`src/rtl/uart_rx_fifo_pkg.sv`:
```
// ---------------------------------------------------------------------------
// uart_rx_fifo_pkg
// Shared definitions for the buffered UART receiver: receiver state
// encoding, frame geometry and the helper that derives bit timing from the
// clock and baud rate.
// No ports (package).
// ---------------------------------------------------------------------------
package uart_rx_fifo_pkg;

    typedef enum logic [2:0] {
        ST_IDLE  = 3'd0,
        ST_START = 3'd1,
        ST_DATA  = 3'd2,
        ST_STOP  = 3'd3,
        ST_BREAK = 3'd4
    } rx_state_t;

    localparam int DATA_BITS = 8;

    // Core clocks per bit period (integer division, truncating).
    function automatic int symbol_edge_time(input int clock_freq, input int baud_rate);
        return clock_freq / baud_rate;
    endfunction

endpackage

```
`src/rtl/uart_rx_fifo_fifo.sv`:
```
// ---------------------------------------------------------------------------
// sync_fifo
// Single-clock FIFO with an occupancy counter. A write while full is accepted
// only when a read happens in the same cycle, so a full FIFO can stream.
// The head entry is presented combinationally; dout reads 0 when empty.
// Ports:
//   clk, rst      clock, synchronous active-high reset
//   wr_en, din    write request and data
//   full          FIFO holds DEPTH entries
//   rd_en         read request (ignored when empty)
//   dout          head entry, 0 when empty
//   empty         FIFO holds no entries
// ---------------------------------------------------------------------------
module sync_fifo
    import uart_rx_fifo_pkg::*;
#(
    parameter int WIDTH = DATA_BITS,
    parameter int DEPTH = 8
) (
    input  logic             clk,
    input  logic             rst,
    input  logic             wr_en,
    input  logic [WIDTH-1:0] din,
    output logic             full,
    input  logic             rd_en,
    output logic [WIDTH-1:0] dout,
    output logic             empty
);

    localparam int PTR_W = $clog2(DEPTH);
    localparam int CNT_W = PTR_W + 1;

    logic [WIDTH-1:0] mem [DEPTH];
    logic [PTR_W-1:0] wr_ptr;
    logic [PTR_W-1:0] rd_ptr;
    logic [CNT_W-1:0] count;
    logic             do_rd;
    logic             do_wr;

    assign full  = (count == CNT_W'(DEPTH));
    assign empty = (count == '0);

    // A read frees the slot the write needs, so full+read still accepts.
    assign do_rd = rd_en && !empty;
    assign do_wr = wr_en && (!full || do_rd);

    // Pointers are exactly PTR_W bits wide, so they wrap modulo DEPTH.
    always_ff @(posedge clk) begin
        if (rst) begin
            wr_ptr <= '0;
            rd_ptr <= '0;
            count  <= '0;
        end else begin
            if (do_wr) begin
                wr_ptr <= wr_ptr + PTR_W'(1);
            end
            if (do_rd) begin
                rd_ptr <= rd_ptr + PTR_W'(1);
            end
            case ({do_wr, do_rd})
                2'b10:   count <= count + CNT_W'(1);
                2'b01:   count <= count - CNT_W'(1);
                default: count <= count;
            endcase
        end
    end

    // Storage is not reset; dout is gated by empty so stale entries never show.
    always_ff @(posedge clk) begin
        if (do_wr) begin
            mem[wr_ptr] <= din;
        end
    end

    assign dout = empty ? '0 : mem[rd_ptr];

endmodule

```
`src/rtl/uart_rx_fifo.sv`:
```
// ---------------------------------------------------------------------------
// uart_rx_fifo
// Buffered 8N1 UART receiver. serial_in is synchronised, framed LSB-first
// with mid-bit sampling, and completed bytes are queued in a FIFO exposed on
// a ready/valid interface. Framing errors and overruns are sticky.
// Ports:
//   clk, rst        clock, synchronous active-high reset
//   serial_in       asynchronous RX line, idles high
//   data_out        FIFO head byte, 0 when empty
//   data_out_valid  FIFO non-empty
//   data_out_ready  consumer pops the head when valid && ready
//   rx_busy         receiver is inside a frame (or a break)
//   frame_err       sticky: stop bit sampled low
//   overrun         sticky: completed byte dropped, FIFO full
//   err_clear       clears both sticky flags
// ---------------------------------------------------------------------------
module uart_rx_fifo
    import uart_rx_fifo_pkg::*;
#(
    parameter int CLOCK_FREQ = 50_000_000,
    parameter int BAUD_RATE  = 115200,
    parameter int FIFO_DEPTH = 8
) (
    input  logic                 clk,
    input  logic                 rst,
    input  logic                 serial_in,
    output logic [DATA_BITS-1:0] data_out,
    output logic                 data_out_valid,
    input  logic                 data_out_ready,
    output logic                 rx_busy,
    output logic                 frame_err,
    output logic                 overrun,
    input  logic                 err_clear
);

    localparam int SYMBOL_EDGE_TIME = symbol_edge_time(CLOCK_FREQ, BAUD_RATE);
    localparam int SAMPLE_TIME      = SYMBOL_EDGE_TIME / 2;
    localparam int CNT_W            = $clog2(SYMBOL_EDGE_TIME);

    localparam logic [CNT_W-1:0] SYMBOL_LAST = CNT_W'(SYMBOL_EDGE_TIME - 1);
    localparam logic [CNT_W-1:0] SAMPLE_LAST = CNT_W'(SAMPLE_TIME - 1);

    logic                 sync_0;
    logic                 rx_s;
    rx_state_t            state;
    logic [CNT_W-1:0]     counter;
    logic [2:0]           bit_idx;
    logic [DATA_BITS-1:0] shift;

    logic                 stop_sample;
    logic                 push;
    logic                 pop;
    logic                 set_frame_err;
    logic                 set_overrun;
    logic                 fifo_full;
    logic                 fifo_empty;

    // Two-flop synchroniser; reset high so a reset never looks like a start bit.
    always_ff @(posedge clk) begin
        if (rst) begin
            sync_0 <= 1'b1;
            rx_s   <= 1'b1;
        end else begin
            sync_0 <= serial_in;
            rx_s   <= sync_0;
        end
    end

    // Frame receiver. The counter restarts at every sample point, so the
    // half-bit START wait lands all later samples in the middle of each bit.
    // rx_busy is registered alongside every transition into or out of IDLE.
    always_ff @(posedge clk) begin
        if (rst) begin
            state   <= ST_IDLE;
            counter <= '0;
            bit_idx <= '0;
            shift   <= '0;
            rx_busy <= 1'b0;
        end else begin
            case (state)
                ST_IDLE: begin
                    counter <= '0;
                    if (!rx_s) begin
                        state   <= ST_START;
                        rx_busy <= 1'b1;
                    end
                end
                ST_START: begin
                    if (counter == SAMPLE_LAST) begin
                        counter <= '0;
                        if (!rx_s) begin
                            state   <= ST_DATA;
                            bit_idx <= '0;
                        end else begin
                            state   <= ST_IDLE;
                            rx_busy <= 1'b0;
                        end
                    end else begin
                        counter <= counter + CNT_W'(1);
                    end
                end
                ST_DATA: begin
                    if (counter == SYMBOL_LAST) begin
                        counter <= '0;
                        shift   <= {rx_s, shift[DATA_BITS-1:1]};
                        bit_idx <= bit_idx + 3'd1;
                        if (bit_idx == 3'd7) begin
                            state <= ST_STOP;
                        end
                    end else begin
                        counter <= counter + CNT_W'(1);
                    end
                end
                ST_STOP: begin
                    if (counter == SYMBOL_LAST) begin
                        counter <= '0;
                        if (rx_s) begin
                            state   <= ST_IDLE;
                            rx_busy <= 1'b0;
                        end else begin
                            state <= ST_BREAK;
                        end
                    end else begin
                        counter <= counter + CNT_W'(1);
                    end
                end
                ST_BREAK: begin
                    // Wait out a held-low line so it is reported only once.
                    counter <= '0;
                    if (rx_s) begin
                        state   <= ST_IDLE;
                        rx_busy <= 1'b0;
                    end
                end
                default: begin
                    state   <= ST_IDLE;
                    counter <= '0;
                    rx_busy <= 1'b0;
                end
            endcase
        end
    end

    // The stop-bit sample decides between pushing the byte and flagging it.
    assign stop_sample   = (state == ST_STOP) && (counter == SYMBOL_LAST);
    assign push          = stop_sample && rx_s;
    assign set_frame_err = stop_sample && !rx_s;
    assign pop           = data_out_valid && data_out_ready;
    assign set_overrun   = push && fifo_full && !pop;

    // Sticky flags; a set event in the same cycle as err_clear wins.
    always_ff @(posedge clk) begin
        if (rst) begin
            frame_err <= 1'b0;
            overrun   <= 1'b0;
        end else begin
            frame_err <= (frame_err && !err_clear) || set_frame_err;
            overrun   <= (overrun && !err_clear) || set_overrun;
        end
    end

    sync_fifo #(
        .WIDTH (DATA_BITS),
        .DEPTH (FIFO_DEPTH)
    ) u_fifo (
        .clk   (clk),
        .rst   (rst),
        .wr_en (push),
        .din   (shift),
        .full  (fifo_full),
        .rd_en (pop),
        .dout  (data_out),
        .empty (fifo_empty)
    );

    assign data_out_valid = !fifo_empty;

endmodule

```
`config.mk`:
```
export PLATFORM = sky130hd
export DESIGN_NAME = uart_rx_fifo
export DESIGN_NICKNAME = d
export VERILOG_FILES = /design/src/rtl/uart_rx_fifo_pkg.sv /design/src/rtl/uart_rx_fifo_fifo.sv /design/src/rtl/uart_rx_fifo.sv
export SDC_FILE = /design/constraint.sdc
export NUM_CORES = 1
export LEC_CHECK = 0
export BUFFER_PORTS_ARGS = -buffer_cell sky130_fd_sc_hd__buf_2
export CORE_MARGIN = 10
export CORE_UTILIZATION = 61
export DETAILED_ROUTE_END_ITERATION = 16
export MAX_ROUTING_LAYER = met4
export PLACE_DENSITY = 0.79
export SYNTH_ARGS = -nofsm -noshare
export SYNTH_HDL_FRONTEND = slang
export SYNTH_SLANG_ARGS = --single-unit
```
`constraint.sdc`:
```
create_clock -name clk -period 3.3 [get_ports clk]
set_input_delay 0.165 -clock clk [delete_from_list [all_inputs] [get_ports clk]]
set_output_delay 0.165 -clock clk [all_outputs]
set_load 0.02 [all_outputs]
```
==> metrics.csv, run 1 <==
metric,value,unit
drc,0,
cts_tree,built,
synth-edff-count,64,
ys_warn_count,0,
slowest_delay,0.53,ns
totalWireLength,7450,um
cts.sinks,105,
max_cap_violations,0,
grt_usage,14.4,%
worstSetupPathType,flip-flop to flip-flop,
setup.worst_path.start,u_fifo.count[0],
final.setup.worst_slack,0.509,ns
synth_cells,326,
gp_congestion,0.803,
grt_pass1_wl,12400,um
clk_latency,0.36,ns
yosysSeqAreaShare,62.9,%
cts.repair.resized,0,
fin_crit_sh,84.6,%
cp.required,3.59,ns
drt_iter0_markers,135,
root_buffer,clkbuf_8,
async_flop_share,0,%
n_antenna_cell,0,
synth.distinct_cells,44,
hpwl,5140,um
area_growth_syn_to_layout,8.81,%
final_cell_mix,"64 x edfxtp_1, 43 x nor2_1, 41 x dfxtp_1, 25 x nand2_1, 18 x a21oi_1",
synthFlopType,edfxtp_1,
tightest_slew,0.733,ns
dp_slack,0.529,ns
dp_cells,434,
htree_levels,3,
syn_nets,341,
slew_headroom,51.0,%
fmax,0.358,GHz
start_util,63.5,%
grt_remaining_overflow,0,
wl_per_cell,16.5,um
p_leak,1.65,nW
fin_cells,451,
clk_pin_slew,0.09,ns
crit_path_max_fanout,6,
final_common_cell,edfxtp_1,
grt_pass1_vias,2469,
pin_count,17,
hold_path_class,input pin to flip-flop,
ctsHoldBuffers,1,
end_kind,flip-flop,
grt_start_max_net_pins,35,
cp.arrival,3.08,ns
drive_above_1_share,18.6,%
cts_buffers,9,
fillers,486,
postRouteAntennaNets,0,
timing.rr.start,u_fifo.count[0],
skew,0.0170,ns
setup_violations,0,
ys_ff_latch,105,
peakVddDrop,0.000324,V
via_per_inst,5.55,
core_area,0.00687,mm^2
finalHoldViolCount,0,
power_density,451,mW/mm^2
firstDrtPassIters,4,
die_w,105,um
multi_input_area,0.00153,mm^2
period_minus_slack,2.79,ns
antenna_found_initial,0,
total_power,0.00214,W
die_h,105,um
syn_area,0.00436,mm^2
path_cells,"or3_1, o2111ai_1, ha_1, xor2_1, ha_1, a21oi_1, xor2_1, or3_1, a21oi_1",
synth.avg_cell_area,13.4,um^2
rsz0062_at_grt,no,
finalSetupTns,0,ns
finalMaxSlewViolations,0,
num_vias,2505,
cp-start-kind,flip-flop,
cp_slowest_cell,o2111ai_1,
postCtsSetupBuffers,0,
finalNetCount,365,
final_util,69.1,%
portBuffers,16,
seqCellArea,0.00274,mm^2
clock_path_buffers,2,
hold_path.startpoint,err_clear,
outcome,finished clean,
fp-row-count,30,
r2r_slack,0.51,ns
dieArea,0.0109,mm^2
[cells in the mapped netlist (all sizes together) (9+ instances only)]
cell type	instances	share of area, %
xor2	12	2.4
mux4	16	8.3
nor2	44	4.0
buf	9	1.2
edfxtp	64	44
dfxtp	41	19
mux2i	14	3.2
nand2	25	2.2
a21oi	20	2.5
nand2b	10	1.4
ha	10	2.9
[cell families (layout without fill, tap and decap cells)]
group,after synthesis,count (layout),share of synthesized area [%]
AO/OA/AOI/OAI,34,34,4.62
XOR/XNOR,15,15,3.01
adder cells (fa/ha/maj),10,10,2.87
buffers and inverters,19,48,2.09
flip-flops,105,105,62.9
multiplexers,31,31,11.7
AND/OR/NAND/NOR,112,112,12.8
[routing by layer]
layer  wire (um)  global-route usage (%)  vias to the layer above
met4         114                    4.17                        0
met5           0                       -                        -
met3         295                    3.99                       15
met2        3650                    23.1                       59
li1            -                       -                     1232
met1        3380                    17.4                     1199
[worst max-delay path, delay by kind of cell (launching register included)]
family                     cells  cell delay, ns
xor gates and xnor gates       2            0.35
DFF                            1            0.36
AOI/OAI and AO/OA              3            0.71
adders and majority gates      2            0.52
and+or+nand+nor                2            0.77
[layout make-up]
type,instances,share of cell area [%]
Clock buffer,11,2.98
Clock inverter,5,0.633
Inverter,5,0.395
Multi-Input combinational cell,202,32.2
Sequential cell,105,57.8
Tap cell,96,2.53
Timing Repair Buffer,27,3.48
[metrics by stage]
step,hold WS (ns),instance area [um^2]
after global routing,0.124,4750
final,0.116,4750
after global placement,0.353,4560
after CTS,0.104,4750
after floorplan,0.269,4360
after detailed placement,0.352,4560
[report_power, final]
part | total, W | internal, W | switching, W | leakage [nW]
sequential | 0.00139 | 0.00138 | 0.00000929 | 0.924
combinational | 0.0000562 | 0.0000228 | 0.0000334 | 0.634
clock | 0.000695 | 0.000293 | 0.000401 | 0.0871
total | 0.00214 | 0.00170 | 0.000444 | 1.65
[registers in the layout (all words and copies together), names as in the netlist, 3 cells and up, named ones only]
name / flops
shift: 8
u_fifo.mem: 64
u_fifo.count: 4
bit_idx: 3
state: 3
u_fifo.rd_ptr: 3
u_fifo.wr_ptr: 3
counter: 9
[worst paths after layout]
| check | endpoint | cells after the start |
|---|---|---|
| min reg2reg | rx_s | 1 |
| min | overrun | 3 |
| max reg2reg | u_fifo.count[2] | 9 |
| max | u_fifo.count[2] | 9 |
No activity file was read; power rests on OpenSTA's default activity.
==> inputs of run 2 (changes only) <==
==> constraint.sdc (replaced) <==
create_clock -name clk -period 2.6 [get_ports clk]
set_input_delay 0.13 -clock clk [delete_from_list [all_inputs] [get_ports clk]]
set_output_delay 0.13 -clock clk [all_outputs]
set_load 0.02 [all_outputs]
==> run 2 against run 1 <==
Compared with the run above:
- global-route usage increased by 0.12 points
- combinational power grew 30%
- sequential share of layout area decreased by 0.97 points
- non-clock buffer count grew 7
- clock-buffer cell count decreased by 2
- routed wire length rose by 0.58%
- clock skew decreased by 0.0039 ns
- clock power is 40% higher
- register-to-register slack worse by 0.35 ns
- critical path depth grew 2
- fmax is 15% higher
- critical path type unchanged
==> metrics.csv, run 2 (synthesis results as in run 1) <==
metric,value,unit,change
num_vias,2539,,+1.4%
postRouteAntennaNets,0,,unchanged
final_util,70.3,%,+1.2 points
cp_top_family,simple AND/OR/NAND/NOR gates,,
tightest_slew,0.670,ns,-0.0630 ns
rsz0062_at_grt,no,,
slowest_delay,0.41,ns,-0.12 ns
antenna_found_initial,0,,unchanged
grt_pass1_vias,2578,,+4.4%
final_common_cell,edfxtp_1,,
skew,0.0130,ns,-0.00391 ns
cp.buffers_inverters,1,,+1
period_minus_slack,2.44,ns,-0.355 ns
firstDrtPassIters,4,,unchanged
grt_usage,14.5,%,+0.12 points
drive_above_1_share,21.8,%,+3.2 points
hold_ws,0.0746,ns,-0.0417 ns
p_leak,1.68,nW,+2.2%
finalSetupTns,0,ns,unchanged
reg_top3,"u_fifo.mem: 64 flops, counter: 9 flops, shift: 8 flops",,
die_w,105,um,unchanged
via_per_inst,5.54,,-0.19%
grt_remaining_overflow,0,,unchanged
crit_path_max_fanout,6,,unchanged
gp_congestion,0.847,,+5.5%
final.setup.worst_slack,0.164,ns,-0.345 ns
largest-register,u_fifo.mem,,
fp-row-count,30,,unchanged
path_cells,"or3_4, nor2_4, inv_2, and2_2, ha_2, xor2_1, ha_1, a21oi_1, xor2_1, or3_1, a21oi_1",,
final_cell_mix,"64 x edfxtp_1, 43 x nor2_1, 39 x dfxtp_1, 25 x nand2_1, 18 x a21oi_1",,
largest_register_ffs,64,,unchanged
start_util,63.5,%,unchanged
clk_latency,0.36,ns,about the same
portBuffers,16,,unchanged
hold_path_class,input pin to flip-flop,,
outcome,finished clean,,
cts_buffers,9,,unchanged
grt_pass1_wl,12600,um,+2.0%
cp_slowest_cell,or3_4,,
worstSetupPathType,flip-flop to flip-flop,,
drc,0,,unchanged
pin_count,17,,unchanged
dieArea,0.0109,mm^2,unchanged
max_cap_violations,0,,unchanged
root_buffer,clkbuf_8,,
clock_path_buffers,2,,unchanged
htree_levels,3,,unchanged
clk_pin_slew,0.10,ns,about the same
cp.required,2.90,ns,-0.69 ns
dp_slack,0.138,ns,-0.391 ns
finalNetCount,372,,+1.9%
cts_tree,built,,
cp-start-kind,flip-flop,,
cts.sinks,105,,unchanged
core_area,0.00687,mm^2,unchanged
area_growth_syn_to_layout,10.8,%,
die_h,105,um,unchanged
power_density,581,mW/mm^2,+29%
slew_headroom,55.1,%,+4.1 points
postCtsSetupBuffers,0,,unchanged
hpwl,5150,um,+0.19%
wl_per_cell,16.4,um,-0.96%
grt_start_max_net_pins,35,,unchanged
fin_crit_sh,93.7,%,+9.1 points
drt_iter0_markers,159,,+18%
cp.arrival,2.73,ns,-0.35 ns
end_kind,flip-flop,,
fmax,0.411,GHz,+15%
setup_violations,0,,unchanged
totalWireLength,7490,um,+0.58%
peakVddDrop,0.000310,V,-4.3%
n_antenna_cell,0,,unchanged
finalHoldViolCount,0,,unchanged
finalMaxSlewViolations,0,,unchanged
run 2: path summary, 6_finish.rpt:
check	start	to	slack [ns]	cells past startpoint
max reg2reg	u_fifo.count[0]	u_fifo.count[2]	0.16	11
max	u_fifo.count[0]	u_fifo.count[2]	0.16	11
min	err_clear	overrun	0.07	3
min reg2reg	sync_0	rx_s	0.42	1
run 2: where the power goes:
| group | switching (W) | total, W | internal (W) | leakage, nW |
|---|---|---|---|---|
| combinational | 0.0000435 | 0.0000733 | 0.0000298 | 0.665 |
| clock | 0.000527 | 0.000970 | 0.000443 | 0.0922 |
| sequential | 0.0000101 | 0.00176 | 0.00175 | 0.925 |
| total | 0.000580 | 0.00280 | 0.00222 | 1.68 |
run 2: area by class of cell:
type / count / area (um^2)
Multi-Input combinational cell: 202 / 1540
Timing Repair Buffer: 34 / 218
Tap cell: 96 / 120
Clock buffer: 9 / 124
Inverter: 5 / 18.8
Fill cell: 499 / 2040
Clock inverter: 7 / 68.8
Sequential cell: 105 / 2750
run 2: layer usage:
metal / global-route usage (%) / share of wire, % / wire length [um]
met4: 5.67 / 1.0 / 76
met1: 18.2 / 45 / 3340
met2: 22.9 / 49 / 3700
met5: - / 0 / 0
met3: 2.58 / 4.9 / 365
run 2: stage by stage:
step	total power (W)	std cells	instance area [um^2]
after global placement	0.00187	441	4620
after floorplan	0.00185	326	4370
after CTS	0.00282	458	4830
final	0.00280	458	4830
after detailed placement	0.00187	441	4620
after global routing	0.00289	458	4830
run 2: timing repair:
item,CTS,global route
endpoints found under the setup margin,0,1
resized for setup,0,3
hold buffers,1,0
endpoints found under the hold margin,1,0
run 2: worst min-delay path: cells and delay by family:
| family | cells | cell delay [ns] |
|---|---|---|
| AND/OR/NAND/NOR | 1 | 0.10 |
| buffers and inverters | 1 | 0.10 |
| AO/OA/AOI/OAI | 1 | 0.06 |
